<file path="src/rtl/modbus_rtu_frame_rx_pkg.sv">
// Shared constants, state encoding and timing helpers for the Modbus RTU receive path.
package modbus_rtu_frame_rx_pkg;

    localparam logic [15:0] CRC_INIT       = 16'hFFFF;
    localparam logic [15:0] CRC_POLY       = 16'hA001;
    localparam logic [7:0]  BROADCAST_ADDR = 8'h00;
    localparam int unsigned MIN_FRAME_LEN  = 4;

    typedef enum logic [2:0] {
        ST_WAIT_IDLE,
        ST_IDLE,
        ST_SKIP,
        ST_RECV,
        ST_DONE
    } rx_state_t;

    // Above 19200 baud the inter-character limit is fixed at 750 us.
    function automatic int unsigned calc_t15(input int unsigned clk_freq,
                                             input int unsigned baud_rate);
        if (baud_rate > 19200)
            return (clk_freq / 1000000) * 750;
        else
            return ((clk_freq / baud_rate) * 165) / 10;
    endfunction

    // Above 19200 baud the inter-frame limit is fixed at 1750 us.
    function automatic int unsigned calc_t35(input int unsigned clk_freq,
                                             input int unsigned baud_rate);
        if (baud_rate > 19200)
            return (clk_freq / 1000000) * 1750;
        else
            return ((clk_freq / baud_rate) * 385) / 10;
    endfunction

endpackage

</file>
<file path="src/rtl/modbus_rtu_frame_rx_crc16.sv">
// One-byte CRC-16/Modbus update, fully combinational (8 reflected bit-steps).
module modbus_crc16_byte
    import modbus_rtu_frame_rx_pkg::*;
(
    input  logic [15:0] crc_in,
    input  logic [7:0]  data_byte,
    output logic [15:0] crc_out
);

    logic [15:0] acc;

    // Shift the byte through the reflected polynomial LSB first.
    always_comb begin
        acc = crc_in ^ {8'h00, data_byte};
        for (int unsigned i = 0; i < 8; i++) begin
            if (acc[0])
                acc = (acc >> 1) ^ CRC_POLY;
            else
                acc = acc >> 1;
        end
        crc_out = acc;
    end

endmodule

</file>
<file path="src/rtl/modbus_rtu_frame_rx.sv">
// Modbus RTU frame receiver: silence-delimited framing, address filter, CRC check, byte streaming.
module modbus_rtu_frame_rx
    import modbus_rtu_frame_rx_pkg::*;
#(
    parameter int unsigned CLK_FREQ  = 50000000,
    parameter int unsigned BAUD_RATE = 9600,
    parameter int unsigned MAX_LEN   = 256
) (
    input  logic       clk_in,
    input  logic       rst_in,
    input  logic [7:0] rx_data,
    input  logic       rx_done,
    input  logic [7:0] dev_addr,
    output logic       busy,
    output logic       frame_start,
    output logic [7:0] frame_byte,
    output logic       frame_byte_vld,
    output logic [7:0] frame_byte_idx,
    output logic       frame_done,
    output logic       frame_ok,
    output logic [8:0] frame_len,
    output logic       err_crc,
    output logic       err_gap,
    output logic       err_ovf
);

    localparam int unsigned T15   = calc_t15(CLK_FREQ, BAUD_RATE);
    localparam int unsigned T35   = calc_t35(CLK_FREQ, BAUD_RATE);
    localparam int unsigned SIL_W = $clog2(T35 + 1);

    localparam logic [SIL_W-1:0] SIL_T15 = SIL_W'(T15);
    localparam logic [SIL_W-1:0] SIL_T35 = SIL_W'(T35);
    localparam logic [8:0]       LEN_MAX = 9'(MAX_LEN);
    localparam logic [8:0]       LEN_MIN = 9'(MIN_FRAME_LEN);

    rx_state_t        state;
    logic [SIL_W-1:0] silence;
    logic             silence_full;
    logic [15:0]      crc;
    logic [15:0]      crc_base;
    logic [15:0]      crc_next;
    logic [8:0]       len;
    logic             gap_seen;
    logic             ovf_seen;
    logic             addr_hit;
    logic             frame_long;

    assign silence_full = (silence == SIL_T35);
    assign addr_hit     = (rx_data == dev_addr) || (rx_data == BROADCAST_ADDR);
    assign frame_long   = (len >= LEN_MIN);
    // The address byte starts a fresh CRC; later bytes chain on the running value.
    assign crc_base     = (state == ST_RECV) ? crc : CRC_INIT;

    modbus_crc16_byte u_crc (
        .crc_in    (crc_base),
        .data_byte (rx_data),
        .crc_out   (crc_next)
    );

    // Line-silence timer: restarts on every byte, saturates at the frame-end limit.
    always_ff @(posedge clk_in or posedge rst_in) begin
        if (rst_in)
            silence <= '0;
        else if (rx_done)
            silence <= '0;
        else if (!silence_full)
            silence <= silence + 1'b1;
    end

    // Frame FSM with registered strobes, byte stream and end-of-frame status.
    always_ff @(posedge clk_in or posedge rst_in) begin
        if (rst_in) begin
            state          <= ST_WAIT_IDLE;
            busy           <= 1'b0;
            frame_start    <= 1'b0;
            frame_byte     <= '0;
            frame_byte_vld <= 1'b0;
            frame_byte_idx <= '0;
            frame_done     <= 1'b0;
            frame_ok       <= 1'b0;
            frame_len      <= '0;
            err_crc        <= 1'b0;
            err_gap        <= 1'b0;
            err_ovf        <= 1'b0;
            crc            <= CRC_INIT;
            len            <= '0;
            gap_seen       <= 1'b0;
            ovf_seen       <= 1'b0;
        end else begin
            frame_start    <= 1'b0;
            frame_byte_vld <= 1'b0;
            frame_done     <= 1'b0;
            unique case (state)
                ST_WAIT_IDLE: begin
                    if (!rx_done && silence_full)
                        state <= ST_IDLE;
                end
                ST_SKIP: begin
                    if (!rx_done && silence_full) begin
                        state <= ST_IDLE;
                        busy  <= 1'b0;
                    end
                end
                // A byte arriving during the DONE cycle is treated as a new address byte.
                ST_IDLE, ST_DONE: begin
                    if (rx_done) begin
                        busy <= 1'b1;
                        if (addr_hit) begin
                            state          <= ST_RECV;
                            frame_start    <= 1'b1;
                            frame_byte     <= rx_data;
                            frame_byte_vld <= 1'b1;
                            frame_byte_idx <= '0;
                            len            <= 9'd1;
                            crc            <= crc_next;
                            gap_seen       <= 1'b0;
                            ovf_seen       <= 1'b0;
                        end else begin
                            state <= ST_SKIP;
                        end
                    end else begin
                        state <= ST_IDLE;
                        busy  <= 1'b0;
                    end
                end
                ST_RECV: begin
                    if (rx_done) begin
                        if (silence > SIL_T15)
                            gap_seen <= 1'b1;
                        if (len < LEN_MAX) begin
                            frame_byte     <= rx_data;
                            frame_byte_vld <= 1'b1;
                            frame_byte_idx <= len[7:0];
                            len            <= len + 9'd1;
                            crc            <= crc_next;
                        end else begin
                            ovf_seen <= 1'b1;
                        end
                    end else if (silence_full) begin
                        state      <= ST_DONE;
                        frame_done <= 1'b1;
                        frame_len  <= len;
                        frame_ok   <= (crc == '0) && frame_long && !gap_seen && !ovf_seen;
                        err_crc    <= frame_long && (crc != '0);
                        err_gap    <= frame_long && gap_seen;
                        err_ovf    <= ovf_seen;
                    end
                end
                default: state <= ST_WAIT_IDLE;
            endcase
        end
    end

endmodule
</file>
<file path="config.mk">
export PLATFORM = sky130hd
export DESIGN_NAME = modbus_rtu_frame_rx
export DESIGN_NICKNAME = d
export VERILOG_FILES = /design/src/rtl/modbus_rtu_frame_rx_pkg.sv /design/src/rtl/modbus_rtu_frame_rx_crc16.sv /design/src/rtl/modbus_rtu_frame_rx.sv
export SDC_FILE = /design/constraint.sdc
export NUM_CORES = 1
export LEC_CHECK = 0
export ABC_AREA = 1
export CORE_UTILIZATION = 45
export DETAILED_ROUTE_END_ITERATION = 8
export GPL_TIMING_DRIVEN = 0
export HOLD_SLACK_MARGIN = 0.02
export PLACE_DENSITY_LB_ADDON = 0.25
export SLEW_MARGIN = 20
export SYNTH_ARGS = -nofsm -noshare
export SYNTH_HDL_FRONTEND = slang
export SYNTH_SLANG_ARGS = --single-unit
</file>
<file path="constraint.sdc">
create_clock -name clk_in -period 4.7 [get_ports clk_in]
set_clock_uncertainty 0.2 [all_clocks]
set_input_delay 0.94 -clock clk_in [delete_from_list [all_inputs] [get_ports clk_in]]
set_output_delay 0.94 -clock clk_in [all_outputs]
set_load 0.02 [all_outputs]
</file>
Word level (Yosys, flattened, before mapping)

Cells that the tools add are included.

Input port bits: 19
Logic and storage cells: 130
Output and inout bits: 33
Flip-flop bits (word level): 81

Reduce and logical (&&, ||, !) cells: 24
$lt $le $gt $ge: 3
Equal/unequal tests: 17
Mux-type cells: 57
Bitwise logic cells: 10
Add/sub/neg operators: 2

Operators with widths:

| kind                  | number |
|---|---|
| $mux 16               | 13 |
| $mux 8                | 8 |
| $mux 18               | 2 |
| $mux 9                | 4 |
| $pmux 16 s2           | 1 |
| $pmux 8 s2            | 2 |
| $not 2->3             | 8 |
| $add 18x1->18 const B | 1 |
| $eq 18x18->1 const B  | 1 |
| $gt 18x17->1 const B  | 1 |
| $pmux 9 s2            | 1 |
| $mux 1                | 17 |
| $logic_not 16->1      | 1 |
| $ne 2x2->1 const B    | 8 |
| $reduce_bool 16->1    | 1 |
| $xor 16x8->16         | 1 |
| $reduce_and 5->1      | 3 |
| $mux 3                | 4 |
| $add 9x1->9 const B   | 1 |
| $ge 9x3->1 const B    | 1 |
| $lt 9x9->1 const B    | 1 |
| $pmux 3 s3            | 1 |
| $eq 8x8->1            | 1 |
| $logic_not 8->1       | 1 |
| 14 further kinds      | 30 |

Logic depth before layout (Yosys ltp)

Gate-level depths: netlist (run 1).

Word-level depth: 22
Depth in mapped cells: 18
Gate-level depth less buffers: 18

Cells and area by module

From an unflattened synthesis (run 1), not the netlist that was laid out.

Cells, all modules: 568
Area, all modules: 4571.9 um^2

By module, submodules not included:

| module              | cells an instance | area an instance (um^2) | seq. area each (um^2) | times used |
|---|---|---|---|---|
| modbus_rtu_frame_rx | 503               | 4126.5                  | 2047.0                | 1 |
| modbus_crc16_byte   | 65                | 445.4                   | 0.0                   | 1 |

Least setup slack after synthesis (run 1)

Ideal clock, no wire load.

Path type: input -> register
From: in rx_data[2]
To: reg len[7]
Required time: 4381 ps
Library setup time: 119 ps
Path buffers: 1
Arrival: 2197 ps
Cell stages on the path: 10
Setup slack: 2184 ps
Cell sequence: clkbuf_2 > xnor2_1 > nand4_1 > o21ai_0 > nand2_1 > nand2_2 > inv_2 > nor2_1 > o21bai_1 > nor2_1

Word-level cells in the longest chain between the ends: 4
Elaborated cells on any way between the ends: 5
Classes of those cells: eq/ne (2); reduce/logical (3)

Ends and longest elaborated chain:

| what                                          | RTL line                   | text |
|---|---|---|
| start, declared                               | modbus_rtu_frame_rx.sv:11  | `input logic [7:0] rx_data,` |
| $eq 8x8->1 or $logic_not 8->1 (tied branches) | modbus_rtu_frame_rx.sv:49  | `assign addr_hit = (rx_data == dev_addr) \|\| (rx_data == BROADCAST_ADDR);` |
| $logic_or 1x1->1 *                            | modbus_rtu_frame_rx.sv:49  |  |
| $ne 2x2->1 (no line) *                        | -                          |  |
| $reduce_and 5->1 (no line) *                  | -                          |  |
| end signal, assigned                          | modbus_rtu_frame_rx.sv:134 | `len <= len + 9'd1;` |
| end, declared                                 | modbus_rtu_frame_rx.sv:42  | `logic [8:0] len;` |

Every way passes the cells marked *; elsewhere a longest branch is shown, timed or not.
A chain may end at the register's enable or synchronous reset.

Final worst setup path (run 1)

From: in rx_data[7]
To: reg len[7]

The elaborated chain is that of the path after synthesis.

==> results of run 1 <==
==> worst max path at each step <==
stage	startpoint	endpoint	slack (ns)	depth (start not counted)
after floorplan	rst_in	busy	1.51	1
after global placement	rst_in	frame_byte[2]	0.23	2
after detailed placement	rx_data[7]	len[7]	1.24	10
after CTS	rx_data[7]	len[7]	1.55	10
after global routing	rx_data[0]	len[7]	1.39	11
final	rx_data[7]	len[7]	1.52	10
==> power by group <==
part,total (mW),internal (mW),switching [mW]
Combinational,1.29,0.481,0.807
Clock,0.571,0.302,0.269
Sequential,1.05,0.925,0.122
Total,2.91,1.71,1.20
==> registers in the layout, indices dropped and copies added (netlist names), 3 cells and up <==
name / flops
silence: 18
len: 9
frame_byte_idx: 8
state: 3
frame_byte: 8
frame_len: 9
crc: 16
==> cell type report <==
class | count | area, um^2 | share of cell area
clock buffer | 10 | 127.6 | 0.02511
sequential | 81 | 2047 | 0.4028
inverter | 75 | 284.0 | 0.05588
multi-input combinational | 326 | 1798 | 0.3538
tap | 108 | 135.1 | 0.02659
buffer | 13 | 70.07 | 0.01379
timing repair buffer | 51 | 528.0 | 0.1039
clock inverter | 6 | 92.59 | 0.01822
==> cells by family (layout without fill, tap and decap cells) <==
family | Yosys count | count (layout) | synth area share
flops | 81 | 81 | 0.4878
xor+xnor | 24 | 24 | 0.05724
fa+ha+maj | 4 | 4 | 0.01193
simple gates | 215 | 215 | 0.2397
buf+inv | 88 | 155 | 0.08378
compound gates | 82 | 82 | 0.1172
mux | 1 | 1 | 0.002385
==> per-layer routing <==
| layer | share of wire | GRT usage | vias up |
|---|---|---|---|
| li1 | - | - | 1744 |
| met1 | 0.47 | 0.2831 | 1661 |
| met2 | 0.47 | 0.3516 | 68 |
| met3 | 0.040 | 0.04894 | 15 |
| met4 | 0.017 | 0.07003 | 0 |
| met5 | 0 | 0 | - |
==> cell usage in the layout (no fill, tap or decap), drive strengths merged, types with 2 or more instances in the layout <==
cell type,count
a21o,2
inv,76
nand2,110
clkinvlp,2
a22oi,5
xor2,15
nor4,10
nor3,18
clkdlybuf4s50,50
dfrtp,65
nand3,31
ha,4
bufinv,2
nand4,9
a21oi,11
nor2,33
clkbuf,16
dfstp,16
buf,8
a31oi,4
nor3b,4
xnor2,9
a211oi,3
o31ai,11
o21a,2
o21ai,38
==> flow_metrics.env, run 1 <==
export IMPL_status="completed"
export IMPL_min_period_ns=3.180
export IMPL_die_area_um2=9716
export IMPL_drc=0
export IMPL_drt_wirelength_per_cell_um=14.11
export IMPL_clock_latency_ns=0.37
export IMPL_placed_cells=654
export IMPL_final_area_um2=5082
export IMPL_power_mw=2.905
export IMPL_drtIter0Drc=153
export IMPL_clk_pin_slew_ns=0.08
export IMPL_nFillCells=804
export IMPL_reg2reg_to="frame_len[4]"
export IMPL_path_cells="clkdlybuf4s50_1 -> xnor2_1 -> nand4_1 -> o21ai_0 -> nand2_1 -> nand2_2 -> inv_2 -> nor2_1 -> o21bai_1 -> nor2_1"
export IMPL_endpoint_kind="register"
export IMPL_vias=3488
export IMPL_worst_path_buf_inv=2
export IMPL_syn_inst=495
export IMPL_slowest_delay_ns=0.61
export IMPL_synth_area_top_cells="dfrtp_1 39%, dfstp_2 10%, nand2_1 8.7%"
export IMPL_cts_buffer_depth=2
export IMPL_ys_ff_latch=81
export IMPL_yosysMostFrequentCell="nand2_1"
export IMPL_numCtsBuffers=9
export IMPL_synth_enable_flop_cells=0
export IMPL_r2r_start="silence[0]"
export IMPL_yosysSeqAreaShare=0.4878
export IMPL_regToRegSetupSlack_ns=2.32
export IMPL_post_route_period_util=0.6767
export IMPL_cts_hold_buf=0
export IMPL_area_growth_pct=21.11
export IMPL_port_buffers=50
export IMPL_cts_root_buf="clkbuf_8"
export IMPL_hold_depth=1
export IMPL_synthesis_nets=518
export IMPL_placed_cell_area_um2=4862
export IMPL_hold_path_class="reg -> reg"
export IMPL_required_ns=4.75
export IMPL_rows=34
export IMPL_final_nets=580
export IMPL_slowest_stage="clkdlybuf4s50_1"
export IMPL_core_um2=8891
export IMPL_grt_overflow_total=0
export IMPL_grt_max_degree=46
export IMPL_fp_dieW_um=98.57
export IMPL_cp_start_kind="input port"
export IMPL_post_route_util=0.5716
export IMPL_setup_tns_ns=0
export IMPL_r2r_cells=11
export IMPL_finalWorstSetupSlack_ns=1.520
export IMPL_cp_max_fo=6
export IMPL_drt_total_wl_um=9451
export IMPL_diodes=0
export IMPL_dpl_worst_slack_ns=1.243
export IMPL_antenna_found_initial=0
export IMPL_powerDensity_nw_per_um2=571.6
export IMPL_hpwl_um=6908
export IMPL_crit_family="simple AND/OR/NAND/NOR gates"
export IMPL_drive_gt1_frac=0.1246
export IMPL_rsz0062_at_grt="no"
export IMPL_yosys_warnings=0
export IMPL_drt_first_pass_iters=5
export IMPL_antenna_left=0
export IMPL_hold_slack_ns=0.2644
export IMPL_worst_pin_slew_ns=0.5815
export IMPL_tritoncts="yes"
export IMPL_synthDistinctLibCells=43
export IMPL_fp_dieH_um=98.57
export IMPL_ir_drop_mv=0.2433
export IMPL_cts_resized=0
export IMPL_ios=52
export IMPL_cts_setup_buffers=0
export IMPL_ys_flop_type="dfrtp_1"
export IMPL_synth_async_reset_ratio=1.000
export IMPL_hold_viol=0
export IMPL_grt_pass1_vias=3453
export IMPL_avgSynthCellArea_um2=8.478
export IMPL_syn_area_um2=4197
export IMPL_leakage_nw=2.301
export IMPL_min_delay_start="silence[10]"
export IMPL_relSlewSlack=0.6123
export IMPL_hold_end="silence[10]"
export IMPL_slew_violations=0
export IMPL_yosys_area_top_type="dfrtp_1"
export IMPL_place_gp_congestion=0.8582
export IMPL_final_cell_count_no_fill=670
export IMPL_cp_common_cell="nor2_1"
export IMPL_yosysTopAreaCellShare=0.3876
export IMPL_setup_violations=0
export IMPL_initial_core_util=0.4720
export IMPL_synthTopCellsByCount="97 x nand2_1, 71 x inv_1, 65 x dfrtp_1, 31 x o21ai_0, 30 x nor2_1"
export IMPL_fmax_mhz=314.4
export IMPL_grt_use_total=0.2146
export IMPL_vias_per_cell=5.206
export IMPL_grt_pass1_wl_um=16360
export IMPL_criticalPathCategory="in -> reg"
export IMPL_h_tree_depth=3
export IMPL_arrival_ns=3.23
export IMPL_cap_violations=0
export IMPL_cts_sinks=81
No activity file was read; power rests on OpenSTA's default activity.
==> inputs of run 2 (changes only) <==
==> constraint.sdc (replaced) <==
create_clock -name clk_in -period 2.6 [get_ports clk_in]
set_clock_uncertainty 0.2 [all_clocks]
set_input_delay 0.52 -clock clk_in [delete_from_list [all_inputs] [get_ports clk_in]]
set_output_delay 0.52 -clock clk_in [all_outputs]
set_load 0.02 [all_outputs]
==> run 2 against run 1 <==
  * Sequential share of layout area is 0.099 points higher
  * First-iteration DRC count is 24% higher
  * Via count is 3.2% higher
  * Routed wire length is 3.4% higher
  * Core utilization is 0.14 points lower
  * Non-clock buffer count is 1 higher
  * Cell count is 0.15% higher
  * Sequential power is 80% higher
  * Sequential cell count stayed put
  * Critical path type unchanged
  * Critical endpoint is now len[6]
  * Largest cell class unchanged
  * Largest power group unchanged
==> flow_metrics.env, run 2 (synthesis gave the netlist of run 1 again) <==
export IMPL_slew_violations=0
export IMPL_cts_root_buf="clkbuf_8"
export IMPL_relSlewSlack=0.6245
export IMPL_p_clk_frac=0.172
export IMPL_hpwl_um=7045
export IMPL_status="completed"
export IMPL_post_route_period_util=0.9360
export IMPL_crit_family="buffers and inverters"
export IMPL_cp_start_kind="input port"
export IMPL_fp_dieW_um=98.57
export IMPL_fmax_mhz=410.9
export IMPL_final_nets=581
export IMPL_regMostFlops="silence"
export IMPL_clock_latency_ns=0.36
export IMPL_combPwrFrac=0.460
export IMPL_hold_slack_ns=0.2677
export IMPL_drt_wirelength_per_cell_um=14.56
export IMPL_post_route_util=0.5702
export IMPL_diodes=0
export IMPL_rows=34
export IMPL_ir_drop_mv=0.4448
export IMPL_path_cells="clkdlybuf4s50_1 -> xor2_1 -> nor2_1 -> nand3_1 -> o21ai_2 -> nand2_1 -> nand2_2 -> inv_2 -> buf_1 -> nand2_1 -> o31ai_1"
export IMPL_required_ns=2.67
export IMPL_arrival_ns=2.50
export IMPL_largest_reg_flops=18
export IMPL_reg_largest_list="silence x18, crc x16"
export IMPL_tritoncts="yes"
export IMPL_drive_gt1_frac=0.1314
export IMPL_cts_buffer_depth=2
export IMPL_powerDensity_nw_per_um2=1014
export IMPL_nFillCells=839
export IMPL_worst_pin_slew_ns=0.5602
export IMPL_vias=3600
export IMPL_setup_violations=0
export IMPL_die_area_um2=9716
export IMPL_sequentialPowerShare=0.368
export IMPL_place_gp_congestion=0.8897
export IMPL_criticalPathCategory="in -> reg"
export IMPL_cts_hold_buf=0
export IMPL_endpoint_kind="register"
export IMPL_vias_per_cell=5.365
export IMPL_numCtsBuffers=9
export IMPL_grt_max_degree=36
export IMPL_grt_pass1_vias=3499
export IMPL_swShare=0.4302
export IMPL_antenna_left=0
export IMPL_final_common_cell="nand2_1"
export IMPL_h_tree_depth=3
export IMPL_ios=52
export IMPL_power_mw=5.140
export IMPL_hold_path_class="reg -> reg"
export IMPL_antenna_found_initial=0
export IMPL_drtIter0Drc=190
export IMPL_fp_dieH_um=98.57
export IMPL_port_buffers=50
export IMPL_grt_pass1_wl_um=16680
export IMPL_worstSetupStartpoint="rx_data[0]"
export IMPL_core_um2=8891
export IMPL_slowest_delay_ns=0.58
export IMPL_drt_total_wl_um=9769
export IMPL_cap_violations=0
export IMPL_slowest_stage="clkdlybuf4s50_1"
export IMPL_min_period_ns=2.434
export IMPL_cp_common_cell="nand2_1"
export IMPL_hold_viol=0
export IMPL_grt_use_total=0.2182
export IMPL_initial_core_util=0.4720
export IMPL_drt_first_pass_iters=5
export IMPL_min_delay_start="silence[10]"
export IMPL_final_cell_mix="97 x nand2_1, 70 x inv_1, 65 x dfrtp_1"
export IMPL_leakage_nw=2.291
export IMPL_drc=0
export IMPL_worst_path_buf_inv=3
export IMPL_area_growth_pct=20.81
export IMPL_cts_sinks=81
export IMPL_grt_overflow_total=0
export IMPL_r2r_start="silence[0]"
export IMPL_cell_internal_pwr_mw=2.928
export IMPL_cts_setup_buffers=0
export IMPL_total_switching_power_mw=2.211
export IMPL_cp_max_fo=10
export IMPL_clk_pin_slew_ns=0.09
[run 2: cell count changes in the layout (fill, tap and decap cells not counted), sizes merged]
cell,change
bufinv,-2
clkinv,+1
buf,+2
clkinvlp,+1
clkbuf,-1
[run 2: routing by layer]
layer  share of wire  wire length (um)  vias up  GRT usage
li1                -                 -     1748          -
met1            0.45              4434     1739     0.2937
met2            0.47              4622       97     0.3510
met3           0.050               492       16    0.03759
met4           0.022               219        0    0.09070
met5               0                 0        -          0
[run 2: power groups by stage]
stage | clock network (mW) | logic, mW | registers [mW]
6_report | 0.884 | 2.36 | 1.89
5_1_grt | 0.952 | 2.65 | 1.93
4_1_cts | 0.902 | 2.35 | 1.89
3_5_place_dp | 0 | 2.33 | 1.91
3_3_place_gp | 0 | 2.27 | 1.90
2_1_floorplan | 0 | 1.54 | 1.99
[run 2: layout make-up]
| type | instances | area, um^2 | share of cell area |
|---|---|---|---|
| repair buffers | 52 | 540.5 | 0.1066 |
| clock inverters | 6 | 50.05 | 0.009872 |
| multi-input cells | 326 | 1804 | 0.3559 |
| plain buffers | 13 | 70.07 | 0.01382 |
| well taps | 108 | 135.1 | 0.02665 |
| clock buffers | 10 | 137.6 | 0.02715 |
| inverters | 75 | 285.3 | 0.05627 |
| flip-flops and latches | 81 | 2047 | 0.4038 |
[run 2: stage by stage]
step / cell area [um^2] / TNS (ns) / worst slack, ns / std cells
5_1_grt: 5070 / -0.02341 / -0.01457 / 671
3_5_place_dp: 4876 / -13.79 / -0.4506 / 655
3_3_place_gp: 4836 / -13.07 / -0.4520 / 653
2_1_floorplan: 4200 / 0 / 0.5040 / 495
6_report: 5070 / 0 / 0.1663 / 671
4_1_cts: 5064 / 0 / 0.07130 / 671
[run 2: repair_timing]
action / in CTS / in global routing
gates resized for setup: 1 / 3
setup endpoints to repair: 6 / 8
pin swaps: 0 / 0
[run 2: path summary, 6_finish.rpt]
check | slack (ns) | depth (start not counted) | endpoint
hold reg to reg | 0.27 | 1 | silence[10]
min in group asynchronous | 0.30 | 2 | state[0]
hold / removal | 0.27 | 1 | silence[10]
max in group asynchronous | 1.33 | 3 | crc[6]
setup reg to reg | 0.24 | 11 | frame_len[4]
setup / recovery | 0.17 | 11 | len[6]
[run 2: worst reg2reg max path, stage by stage (launching register included)]
cell and delay (ns):
dfrtp_1 0.40, inv_1 0.11, ha_1 0.19, nand3_1 0.11, nor3_1 0.14, nand4_1 0.29
nor2_2 0.24, inv_1 0.11, nor2_1 0.14, inv_1 0.15, nand2_1 0.08, o21ai_0 0.08
